### src/rtl/wb_core_arbiter.sv
// Two-master (fetch, LSU) to one-slave Wishbone B4 pipelined arbiter.
// Tracks outstanding strobes per grant and applies bounded-hold preemption.
module wb_core_arbiter #(
    parameter int unsigned AW              = 32,
    parameter int unsigned DW              = 32,
    parameter int unsigned MAX_OUTSTANDING = 4,
    parameter int unsigned HOLD_LIMIT      = 16
) (
    input  logic                  clk_i,
    input  logic                  rst_i,
    input  logic [1:0]            m_cyc_i,
    input  logic [1:0]            m_stb_i,
    input  logic [1:0]            m_we_i,
    input  logic [2*AW-1:0]       m_adr_i,
    input  logic [2*DW-1:0]       m_dat_i,
    input  logic [2*(DW/8)-1:0]   m_sel_i,
    output logic [DW-1:0]         m_dat_o,
    output logic [1:0]            m_ack_o,
    output logic [1:0]            m_err_o,
    output logic [1:0]            m_stall_o,
    output logic                  s_cyc_o,
    output logic                  s_stb_o,
    output logic                  s_we_o,
    output logic [AW-1:0]         s_adr_o,
    output logic [DW-1:0]         s_dat_o,
    output logic [(DW/8)-1:0]     s_sel_o,
    input  logic [DW-1:0]         s_dat_i,
    input  logic                  s_ack_i,
    input  logic                  s_err_i,
    input  logic                  s_stall_i,
    output logic [1:0]            grant_o
);

    localparam int unsigned SW = DW / 8;
    localparam int unsigned OW = (MAX_OUTSTANDING < 1) ? 1 : $clog2(MAX_OUTSTANDING + 1);
    localparam int unsigned HW = (HOLD_LIMIT < 1) ? 1 : $clog2(HOLD_LIMIT + 1);

    localparam logic [1:0] ST_IDLE = 2'b00;
    localparam logic [1:0] ST_OWN0 = 2'b01;
    localparam logic [1:0] ST_OWN1 = 2'b10;

    logic [1:0]    r_state;
    logic [1:0]    w_state_nxt;
    logic          r_last_owner;
    logic [OW-1:0] r_outstanding;
    logic [HW-1:0] r_hold_cnt;

    logic w_own;
    logic w_idx;
    logic w_other_cyc;
    logic w_full;
    logic w_preempt;
    logic w_gate;
    logic w_live;
    logic w_accept;
    logic w_resp;
    logic w_switch;

    // Owner decode, slave-side mux, gating and response routing
    always_comb begin
        w_own       = (r_state == ST_OWN0) || (r_state == ST_OWN1);
        w_idx       = (r_state == ST_OWN1);
        w_other_cyc = m_cyc_i[~w_idx];
        w_full      = (r_outstanding == OW'(MAX_OUTSTANDING));
        w_preempt   = (HOLD_LIMIT != 0) && w_own && w_other_cyc
                      && (r_hold_cnt >= HW'(HOLD_LIMIT));
        w_gate      = w_full || w_preempt;
        // Responses with nothing outstanding belong to an aborted cycle and are dropped
        w_live      = (r_outstanding != '0);

        s_cyc_o = w_own && m_cyc_i[w_idx];
        s_stb_o = w_own && m_stb_i[w_idx] && !w_gate;
        s_we_o  = m_we_i[w_idx];
        s_adr_o = w_idx ? m_adr_i[2*AW-1:AW] : m_adr_i[AW-1:0];
        s_dat_o = w_idx ? m_dat_i[2*DW-1:DW] : m_dat_i[DW-1:0];
        s_sel_o = w_idx ? m_sel_i[2*SW-1:SW] : m_sel_i[SW-1:0];
        m_dat_o = s_dat_i;

        m_stall_o = m_stb_i;
        m_ack_o   = 2'b00;
        m_err_o   = 2'b00;
        if (w_own) begin
            m_stall_o[w_idx] = s_stall_i || w_gate;
            m_ack_o[w_idx]   = s_ack_i && w_live;
            m_err_o[w_idx]   = s_err_i && w_live;
        end

        w_accept = s_stb_o && !s_stall_i;
        w_resp   = w_own && (s_ack_i || s_err_i) && w_live;
        grant_o  = {r_state == ST_OWN1, r_state == ST_OWN0};
    end

    // Next-state: arbitration in IDLE, handover/preemption out of OWNi
    always_comb begin
        w_state_nxt = r_state;
        case (r_state)
            ST_IDLE: begin
                case (m_cyc_i)
                    2'b01:   w_state_nxt = ST_OWN0;
                    2'b10:   w_state_nxt = ST_OWN1;
                    2'b11:   w_state_nxt = r_last_owner ? ST_OWN0 : ST_OWN1;
                    default: w_state_nxt = ST_IDLE;
                endcase
            end
            ST_OWN0, ST_OWN1: begin
                if (!m_cyc_i[w_idx]) begin
                    if (w_other_cyc) w_state_nxt = w_idx ? ST_OWN0 : ST_OWN1;
                    else             w_state_nxt = ST_IDLE;
                end else if (w_preempt && !w_live) begin
                    w_state_nxt = w_idx ? ST_OWN0 : ST_OWN1;
                end
            end
            default: w_state_nxt = ST_IDLE;
        endcase
        w_switch = (w_state_nxt != r_state);
    end

    always_ff @(posedge clk_i) begin
        if (rst_i) begin
            r_state      <= ST_IDLE;
            r_last_owner <= 1'b0;
        end else begin
            r_state <= w_state_nxt;
            if (w_own && w_switch) r_last_owner <= w_idx;
        end
    end

    // Outstanding strobes and hold time, both restart on every grant change
    always_ff @(posedge clk_i) begin
        if (rst_i) begin
            r_outstanding <= '0;
            r_hold_cnt    <= '0;
        end else if (w_switch) begin
            r_outstanding <= '0;
            r_hold_cnt    <= '0;
        end else begin
            if (w_accept && !w_resp)      r_outstanding <= r_outstanding + OW'(1);
            else if (!w_accept && w_resp) r_outstanding <= r_outstanding - OW'(1);
            if (w_own && (r_hold_cnt < HW'(HOLD_LIMIT))) r_hold_cnt <= r_hold_cnt + HW'(1);
        end
    end

endmodule

### config.mk
export PLATFORM = sky130hd
export DESIGN_NAME = wb_core_arbiter
export DESIGN_NICKNAME = d
export VERILOG_FILES = /design/src/rtl/wb_core_arbiter.sv
export SDC_FILE = /design/constraint.sdc
export NUM_CORES = 1
export LEC_CHECK = 0
export ABC_CLOCK_PERIOD_IN_PS = 6510
export CELL_PAD_IN_SITES_DETAIL_PLACEMENT = 1
export CELL_PAD_IN_SITES_GLOBAL_PLACEMENT = 1
export CORE_ASPECT_RATIO = 1.2
export CORE_MARGIN = 1
export CORE_UTILIZATION = 17
export CTS_BUF_LIST = sky130_fd_sc_hd__clkbuf_8 sky130_fd_sc_hd__clkbuf_16
export DETAILED_ROUTE_END_ITERATION = 8
export GPL_TIMING_DRIVEN = 0
export PLACE_DENSITY_LB_ADDON = 0.1
export SLEW_MARGIN = 40
export SYNTH_ARGS = -nofsm -noshare
export SYNTH_HDL_FRONTEND = slang
export SYNTH_SLANG_ARGS = --single-unit
### constraint.sdc
create_clock -name clk_i -period 6.51 [get_ports clk_i]
set_clock_uncertainty 0.15 [all_clocks]
set_input_delay 1.302 -clock clk_i [delete_from_list [all_inputs] [get_ports clk_i]]
set_output_delay 1.302 -clock clk_i [all_outputs]
set_load 0.01 [all_outputs]
==> results of run 1 <==
-- metal layers --
| layer | GRT usage | part of all wire | vias up |
|---|---|---|---|
| met5 | 0 | 0 | - |
| met4 | 0.0202 | 0.0041 | 0 |
| met3 | 0.0722 | 0.12 | 4 |
| met2 | 0.363 | 0.53 | 178 |
| met1 | 0.195 | 0.35 | 1303 |
| li1 | - | - | 1304 |
-- flip-flops by register name, indices dropped and copies added, names as in the netlist --
signal and count:
r_state 2, r_hold_cnt 5, r_last_owner 1, r_outstanding 3
-- worst register-to-register path: stages (launching register included) --
cell,delay [ns]
sky130_fd_sc_hd__dfxtp_1,0.50
sky130_fd_sc_hd__inv_1,0.16
sky130_fd_sc_hd__ha_1,0.24
sky130_fd_sc_hd__buf_4,0.17
sky130_fd_sc_hd__mux2i_4,0.25
sky130_fd_sc_hd__nor2_1,0.09
sky130_fd_sc_hd__a211oi_1,0.38
sky130_fd_sc_hd__and3_1,0.23
sky130_fd_sc_hd__ha_1,0.18
sky130_fd_sc_hd__inv_1,0.06
sky130_fd_sc_hd__fa_1,0.37
sky130_fd_sc_hd__xor2_1,0.15
sky130_fd_sc_hd__nor2_1,0.12
sky130_fd_sc_hd__xnor2_1,0.15
sky130_fd_sc_hd__nor3_2,0.05
-- cell usage after synthesis, types with 2 or more instances --
master	count	area, um^2
sky130_fd_sc_hd__o21ai_0	2	10.0
sky130_fd_sc_hd__ha_1	7	87.6
sky130_fd_sc_hd__clkbuf_1	2	7.51
sky130_fd_sc_hd__buf_2	3	15.0
sky130_fd_sc_hd__nor2b_1	2	12.5
sky130_fd_sc_hd__inv_1	5	18.8
sky130_fd_sc_hd__and2_1	3	18.8
sky130_fd_sc_hd__buf_4	35	263
sky130_fd_sc_hd__a211oi_1	4	30.0
sky130_fd_sc_hd__dfxtp_1	11	220
sky130_fd_sc_hd__xnor2_1	3	26.3
sky130_fd_sc_hd__nor2_1	8	30.0
sky130_fd_sc_hd__nand2b_1	5	31.3
sky130_fd_sc_hd__buf_1	4	15.0
sky130_fd_sc_hd__mux2i_1	5	50.1
sky130_fd_sc_hd__nand2_1	8	30.0
sky130_fd_sc_hd__and3_1	3	18.8
sky130_fd_sc_hd__nor3_2	8	80.1
sky130_fd_sc_hd__nand3b_1	2	15.0
sky130_fd_sc_hd__mux2_2	71	800
sky130_fd_sc_hd__a41oi_1	2	17.5
sky130_fd_sc_hd__xor2_1	3	26.3
sky130_fd_sc_hd__a21oi_1	4	20.0
-- power by group --
group	leakage [nW]	total (mW)	switching (mW)	internal, mW
registers	0.0892	0.0762	0.00515	0.0710
clock network	0.0423	0.111	0.0302	0.0806
logic	1.73	0.427	0.163	0.264
-- cell type report --
cell class / count / area (um^2) / area share
repair buffers: 257 / 2570 / 0.516
well taps: 161 / 201 / 0.0404
inverters: 5 / 18.8 / 0.00376
clock buffers: 3 / 75.1 / 0.0150
multi-input cells: 164 / 1580 / 0.316
clock inverters: 1 / 3.75 / 0.000752
flip-flops and latches: 11 / 220 / 0.0441
plain buffers: 46 / 320 / 0.0642
-- worst max path at each step --
stage,slack [ns],cells past startpoint,from,end
floorplan,2.83,5,m_cyc_i[0],m_stall_o[0]
global route,1.40,6,m_cyc_i[1],m_stall_o[1]
detailed placement,1.60,6,m_cyc_i[1],m_stall_o[1]
finish,1.62,6,m_cyc_i[1],m_stall_o[1]
global placement,1.60,6,m_cyc_i[1],m_stall_o[1]
CTS,1.58,6,m_cyc_i[1],m_stall_o[1]
-- logic make-up (layout without fill, tap and decap cells) --
family | Yosys count | after routing | share of synthesized area
buffers and inverters | 51 | 312 | 0.159
AND/OR/NAND/NOR | 51 | 51 | 0.170
adder cells (fa/ha/maj) | 8 | 8 | 0.0504
AO/OA/AOI/OAI | 22 | 22 | 0.0844
multiplexers | 77 | 77 | 0.408
XOR/XNOR | 6 | 6 | 0.0246
flip-flops | 11 | 11 | 0.103
-- through the flow --
stage | cell area (um^2) | power (mW) | utilization | cells | hold slack, ns
floorplan | 2140 | 0.263 | - | 226 | 0.306
global placement | 4910 | 0.503 | 0.404 | 644 | 0.343
detailed placement | 4910 | 0.508 | 0.404 | 644 | 0.364
CTS | 4990 | 0.622 | 0.410 | 648 | 0.370
global route | 4990 | 0.649 | 0.410 | 648 | 0.393
finish | 4990 | 0.614 | 0.410 | 648 | 0.361
==> summary.md, run 1 <==
The logs give 0 for the final count of pins violating max slew and 205 MHz for the maximum frequency from static timing analysis. Leaving out fill and tap cells, the most frequent cells in the layout are sky130_fd_sc_hd__clkdlybuf4s50_1 (257), sky130_fd_sc_hd__mux2_2 (71), sky130_fd_sc_hd__buf_4 (35), sky130_fd_sc_hd__dfxtp_1 (11). The path with the worst hold slack has its endpoint at r_last_owner.

The flow ran to the end, and the final reports show no timing, DRC or antenna violations. Yosys printed 0 warnings. Clock-pin slew was measured on the worst setup and hold paths at 0.04 ns.

The count of cell types in the netlist is 49. The insertion delay of the later-clocked pin in the worst-skew pair came out at 0.24 ns. The initial antenna violation count is 0. 0 antenna diodes ended up in the layout.

Detailed placement finished with a half-perimeter wire length of 11200 um. In the final routed layout, each cell accounts on average for 19.1 um. The number of buffers and inverters on the critical path came out at 2. The tools report the floorplan die area as 13000 um^2.

Routability-driven placement finished with a final weighted congestion of 0.849. Clock tree synthesis selected as its root buffer the cell sky130_fd_sc_hd__clkbuf_16. After synthesis the netlist holds a flip-flop and latch count of 11. The largest incremental delay on the critical path works out to 0.61 ns. The run gives 290 as the top-level port count. Input and output buffers added on the ports amount to 257.

The maximum fanout encountered on the critical timing path came out at 8. Walking the worst path, the cells encountered are clkdlybuf4s50_1 > mux2i_4 > nor2_1 > a211oi_1 > a31oi_1 > clkdlybuf4s50_1. In this run the worst hold path is classified as reg -> reg. For the post-placement setup slack, the log shows 1.60 ns.

The die boundary height is 125 um, and the leakage power figure is 1.86 nW. The worst setup path is captured at an output pin. For this block, the routed nets add up to 12400 um of wire. The logs give 0.611 for the worst-case headroom to the max-slew limit and 0 ns for the final-layout setup total negative slack. The number of buffers added to fix hold violations after cts is 0.

The most numerous cell type found on the critical path is sky130_fd_sc_hd__clkdlybuf4s50_1. The final critical-path setup slack came out at 1.62 ns. The worst hold path begins at r_last_owner. Clock tree synthesis inserted a total of 3 buffers. For the number of maximum-capacitance violations, the log shows 0. The count of routing violations after the opening detailed-route iteration was 42; the post-layout minimum cycle time was 4.89 ns. For the number of global-route vias before repair, the log shows 3105. The data required time of the worst path came out at 5.06 ns. The share of the cycle needed by the critical path after routing works out to 0.751. Compared with the post-synthesis result, the final layout area differs by 134%. The logs give 675 for the total number of nets in the final design and 3.43 ns for the worst endpoint data arrival time. The final count of hold timing violations was 0; the pin count of the biggest net entering global routing was 11. Measured in cells, the most critical reg-to-reg path has a length of 14. The first global-routing pass estimated 18800 um of wire. Setup repair after global routing left no endpoint under its margin. Synthesis produced a netlist whose cell count is 226. Across the VDD grid, the largest voltage drop is 0.0000679 V. The proportion of synthesized flip-flops having asynchronous set or reset came out at 0. The via total after detailed routing is 2789, and the total number of H-tree levels is 1. Setup violations remaining at the end of the flow were counted as 0.

Counting instances, the worst hold path has a depth of 2. Among all flip-flop cells after synthesis, the most frequent one is sky130_fd_sc_hd__dfxtp_1. Initial cell density of the core: 0.176. The floorplan step set the die width to 104 um.

The remaining global-route overflow is 0. The post-cts gate resize count is 0. The worst register-to-register path begins at r_state[0]. The logs give 0.103 for the share of the yosys chip area belonging to registers and 413 for the synthesized netlist net count.

After floorplanning, the core was divided into 44 placement rows. Dividing the detail-routed via count by the number of cells gives 4.30. The run gives 11 as the number of sinks on the clock net. The detail route stage leaves a number of antenna-violating nets equal to 0. The power density of the placed cells works out to 123 nW/um^2.

The kind of cell with the highest combined delay along the critical path is buffers and inverters. For flop-to-flop paths, the worst setup slack is 3.12 ns. In this run the deepest clock path goes through 2 buffers. The startpoint type of the worst setup path is a primary input. The number of search-and-repair iterations in the first detailed-routing pass is 4. The transition time at the pin with the least slew margin was 0.584 ns. The number of synthesized flops with an enable pin is 0.

TritonCTS built the clock tree. In this run the mean area of a mapped cell was 9.45 um^2. Buffers added to address setup during post-CTS repair amount to 0. Synthesized cell area: 2140 um^2.

After detailed routing, the number of remaining DRC violations is 0. By startpoint and endpoint, the worst setup path is classified as in -> out. The worst register-to-register path ends at r_outstanding[2].

The run gives 1415 as the filler cell count. Leaving out fill and tap cells, the most frequent cell in the layout is sky130_fd_sc_hd__clkdlybuf4s50_1. Cell with the largest stage delay on the worst path: sky130_fd_sc_hd__clkdlybuf4s50_1. The layout cell share with drive strength beyond 1 came out at 0.271.

The all-layer global routing usage was 0.188. The core region is 12200 um^2.
Note: power is estimated with default switching activity, not from simulation.
==> run 2, diff against run 1 <==
ABC_CLOCK_PERIOD_IN_PS = 4800   (was 6510)
CORE_UTILIZATION = 16   (was 17)
clock period = 4.8 ns   (was 6.51 ns; I/O delays follow)
==> run 2 against run 1 <==
First-iteration DRC count up 14%. Total power up 35%. Global-route usage down 2.5 points. Count of clock-buffer cells in the layout unchanged. Worst hold slack worse by 0.0039 ns. Die area up 6.1%. Combinational power up 35%. Sequential share of layout area about the same. Cell count up 0.46%. Non-clock buffer count unchanged. Highest routed layer unchanged. Utilization down 2.1 points. Critical endpoint is now m_stall_o[0]. Setup slack worse by 1.1 ns.
==> summary.md, run 2 (same netlist as run 1, synthesis figures left out) <==
The number of search-and-repair iterations in the first detailed-routing pass is 4 (unchanged). The largest registers in the layout are r_hold_cnt: 5 flops, r_outstanding: 3 flops, r_state: 2 flops. The buffer count from post-CTS setup fixing is 0 (unchanged). The logs give 4910 um^2 (about the same) for the total placed instance area and 0.538 ns (-1.07 ns) for the post-placement setup slack. For the number of remaining DRC errors, the log shows 0 (unchanged). The relative area change from synthesis to final layout came out at 134% (about the same).

The pin count of the biggest net entering global routing was 11 (unchanged); the transition time at the pin with the least slew margin was 0.599 ns (+0.0145 ns). The number of diodes added for antenna fixing is 0 (unchanged), and the remaining antenna violation count after routing is 0 (unchanged). The final count of hold timing violations was 0 (unchanged). The number of maximum-capacitance violations is 0 (unchanged). Setup repair after global routing left no endpoint under its margin. The library cells used most frequently in the layout, excluding fill and tap cells, are sky130_fd_sc_hd__clkdlybuf4s50_1 (257), sky130_fd_sc_hd__mux2_2 (71), sky130_fd_sc_hd__buf_4 (35), sky130_fd_sc_hd__dfxtp_1 (11).

Static timing analysis puts the maximum clock frequency at 235 MHz. The critical path in this run is classified as in -> out. The run gives 4990 um^2 (about the same) as the post-route standard cell area excluding fillers.

Worst-case headroom to the max-slew limit: 0.601 (-0.00964). The data required time of the worst path was 3.69 ns (-1.37 ns). For the number of standard cells in the final layout excluding fillers, the log shows 651 (+0.46%). The maximum fanout encountered on the critical timing path came out at 8 (unchanged). The run gives 647 (+0.47%) as the placed cell count. The count of endpoints failing setup in the final report came out at 0 (unchanged). The final wirelength is 11800 um (-5.3%). The via total after detailed routing is 2716 (-2.6%). The number of buffers and inverters on the critical path was 2 (unchanged). The worst setup path is launched from a primary input.

Walking the worst path, the cells encountered are clkdlybuf4s50_1 > mux2i_4 > nor2_1 > a211oi_1 > o21ai_0 > clkdlybuf4s50_1. The tools report the worst endpoint data arrival time as 3.15 ns (-0.28 ns). On the critical path, the stage with the largest delay is an instance of sky130_fd_sc_hd__clkdlybuf4s50_1.

The post-detailed-route wirelength per cell was 18.1 um (-5.7%). The run gives 0.539 ns (-1.08 ns) as the final critical-path setup slack. For the initial antenna violation count, the log shows 0 (unchanged). The run gives 2968 (-4.4%) as the number of global-route vias before repair.

The largest incremental delay on the critical path is 0.61 ns (about the same), and the final-layout setup total negative slack is 0 ns (unchanged). The remaining global-route overflow was 0 (unchanged); the flip-flop count of the largest register after layout was 5 (unchanged). STA classifies the critical path endpoint as an output pin.

The number of buffers added to fix hold violations after cts came out at 0 (unchanged). The global-route wire length before repair is 17000 um (-9.5%). Leaving out fill and tap cells, the most frequent cell in the layout is sky130_fd_sc_hd__clkdlybuf4s50_1.

The CTS clock-pin slew for the worst setup and hold paths is 0.04 ns (about the same), and the top-level port count is 290 (unchanged). The floorplan die area was 13800 um^2 (+6.1%). The maximum root-to-sink buffer count was 2 (unchanged). The run gives 11 (unchanged) as the number of sinks on the clock net. The logs give 0.164 (-0.0248) for the all-layer global routing usage and 675 (unchanged) for the total number of nets in the final design. The number of buffers created by CTS came out at 3 (unchanged).

TritonCTS built the clock tree. The run finished with clean final reports. The HPWL after detailed placement is 10600 um (-5.6%), and the layout cell share with drive strength beyond 1 is 0.271 (unchanged). The post-cts gate resize count was 0 (unchanged); the insertion delay of the later-clocked pin in the worst-skew pair was 0.24 ns (about the same). The number of buffer cells added on primary ports came out at 257 (unchanged). The area of the core region came out at 12800 um^2 (+5.5%).

The critical path's top delay family is buffers and inverters. Die boundary height: 129 um (+3.0%). In this run the worst hold path is classified as reg -> reg. Register with the highest flop count: r_hold_cnt. The final count of pins violating max slew is 0 (unchanged).

The average vias per placed instance is 4.17 (-3.1%), and the routability congestion estimate is 0.778 (-8.3%). The logs give 1 (unchanged) for the total number of H-tree levels and 45 (+2.3%) for the placement row count. Most frequent cell on the critical path: sky130_fd_sc_hd__clkdlybuf4s50_1. The power density of the placed cells was 166 nW/um^2 (+35%).

The tools report the worst ir drop on vdd as 0.0000736 V (+8.3%). The chip width is 107 um (+3.0%), and the count of routing violations after the opening detailed-route iteration is 48 (+14%). The tools report the initial cell density of the core as 0.166 (-0.00917). The share of the cycle needed by the critical path after routing is 0.888, and the post-layout minimum cycle time is 4.26 ns. The run gives 1.86 nW (unchanged) as the leakage power figure. Library cell used as clock root buffer: sky130_fd_sc_hd__clkbuf_16.
[run 2: cell counts in the layout (fill, tap and decap cells not counted)]
No cell type changed its count.
[run 2: tightest hold or removal path, cell delays in order, from the launching register on]
cell                       delay (ns)
sky130_fd_sc_hd__dfxtp_1         0.32
sky130_fd_sc_hd__nand2b_1        0.07
sky130_fd_sc_hd__mux2i_1         0.06
[run 2: worst paths after layout]
path	start	end	slack, ns	depth (start not counted)
setup reg to reg	r_state[0]	r_outstanding[2]	1.33	14
setup / recovery	m_cyc_i[1]	m_stall_o[0]	0.54	6
hold reg to reg	r_last_owner	r_last_owner	0.36	2
hold / removal	r_last_owner	r_last_owner	0.36	2
[run 2: layout make-up]
cell class              count  area (um^2)
clock buffers               3         75.1
repair buffers            257         2570
well taps                 164          205
inverters                   5         18.8
clock inverters             1         3.75
fillers                  1489         7850
multi-input cells         164         1580
flip-flops and latches     11          220
plain buffers              46          320
[run 2: metal layers]
metal | share of wire | vias to the layer above | global-route usage | routed length (um)
met2 | 0.52 | 165 | 0.317 | 6070
met3 | 0.13 | 12 | 0.0755 | 1520
met4 | 0.018 | 0 | 0.0371 | 214
met5 | 0 | - | 0 | 0
li1 | - | 1308 | - | -
met1 | 0.34 | 1231 | 0.155 | 3950
[run 2: stage by stage]
stage,hold WS [ns],power [mW],utilization
floorplan,0.306,0.357,-
global placement,0.344,0.682,0.383
detailed placement,0.358,0.687,0.383
CTS,0.365,0.843,0.389
global route,0.412,0.876,0.389
finish,0.357,0.829,0.389
[run 2: power breakdown]
| part | internal, mW | switching (mW) | total, mW |
|---|---|---|---|
| Clock | 0.109 | 0.0409 | 0.150 |
| Sequential | 0.0964 | 0.00691 | 0.103 |
| Combinational | 0.358 | 0.217 | 0.575 |
==> run 3, diff against run 2 <==
ABC_CLOCK_PERIOD_IN_PS = 4870   (was 4800)
CORE_MARGIN = not set   (was 1)
CTS_CLUSTER_DIAMETER = 80   (was not set)
clock period = 4.87 ns   (was 4.8 ns; I/O delays follow)
==> results of run 3 <==
Same layout as run 2 (identical final DEF). Status: finished, final reports clean.
Among the figures that moved: setup slack after placement 0.538 ns -> 0.580 ns; setup slack after layout 0.539 ns -> 0.581 ns; register-to-register setup slack 1.33 ns -> 1.40 ns; total power 0.829 mW -> 0.817 mW; worst IR drop on VDD 0.0000736 V -> 0.0000725 V
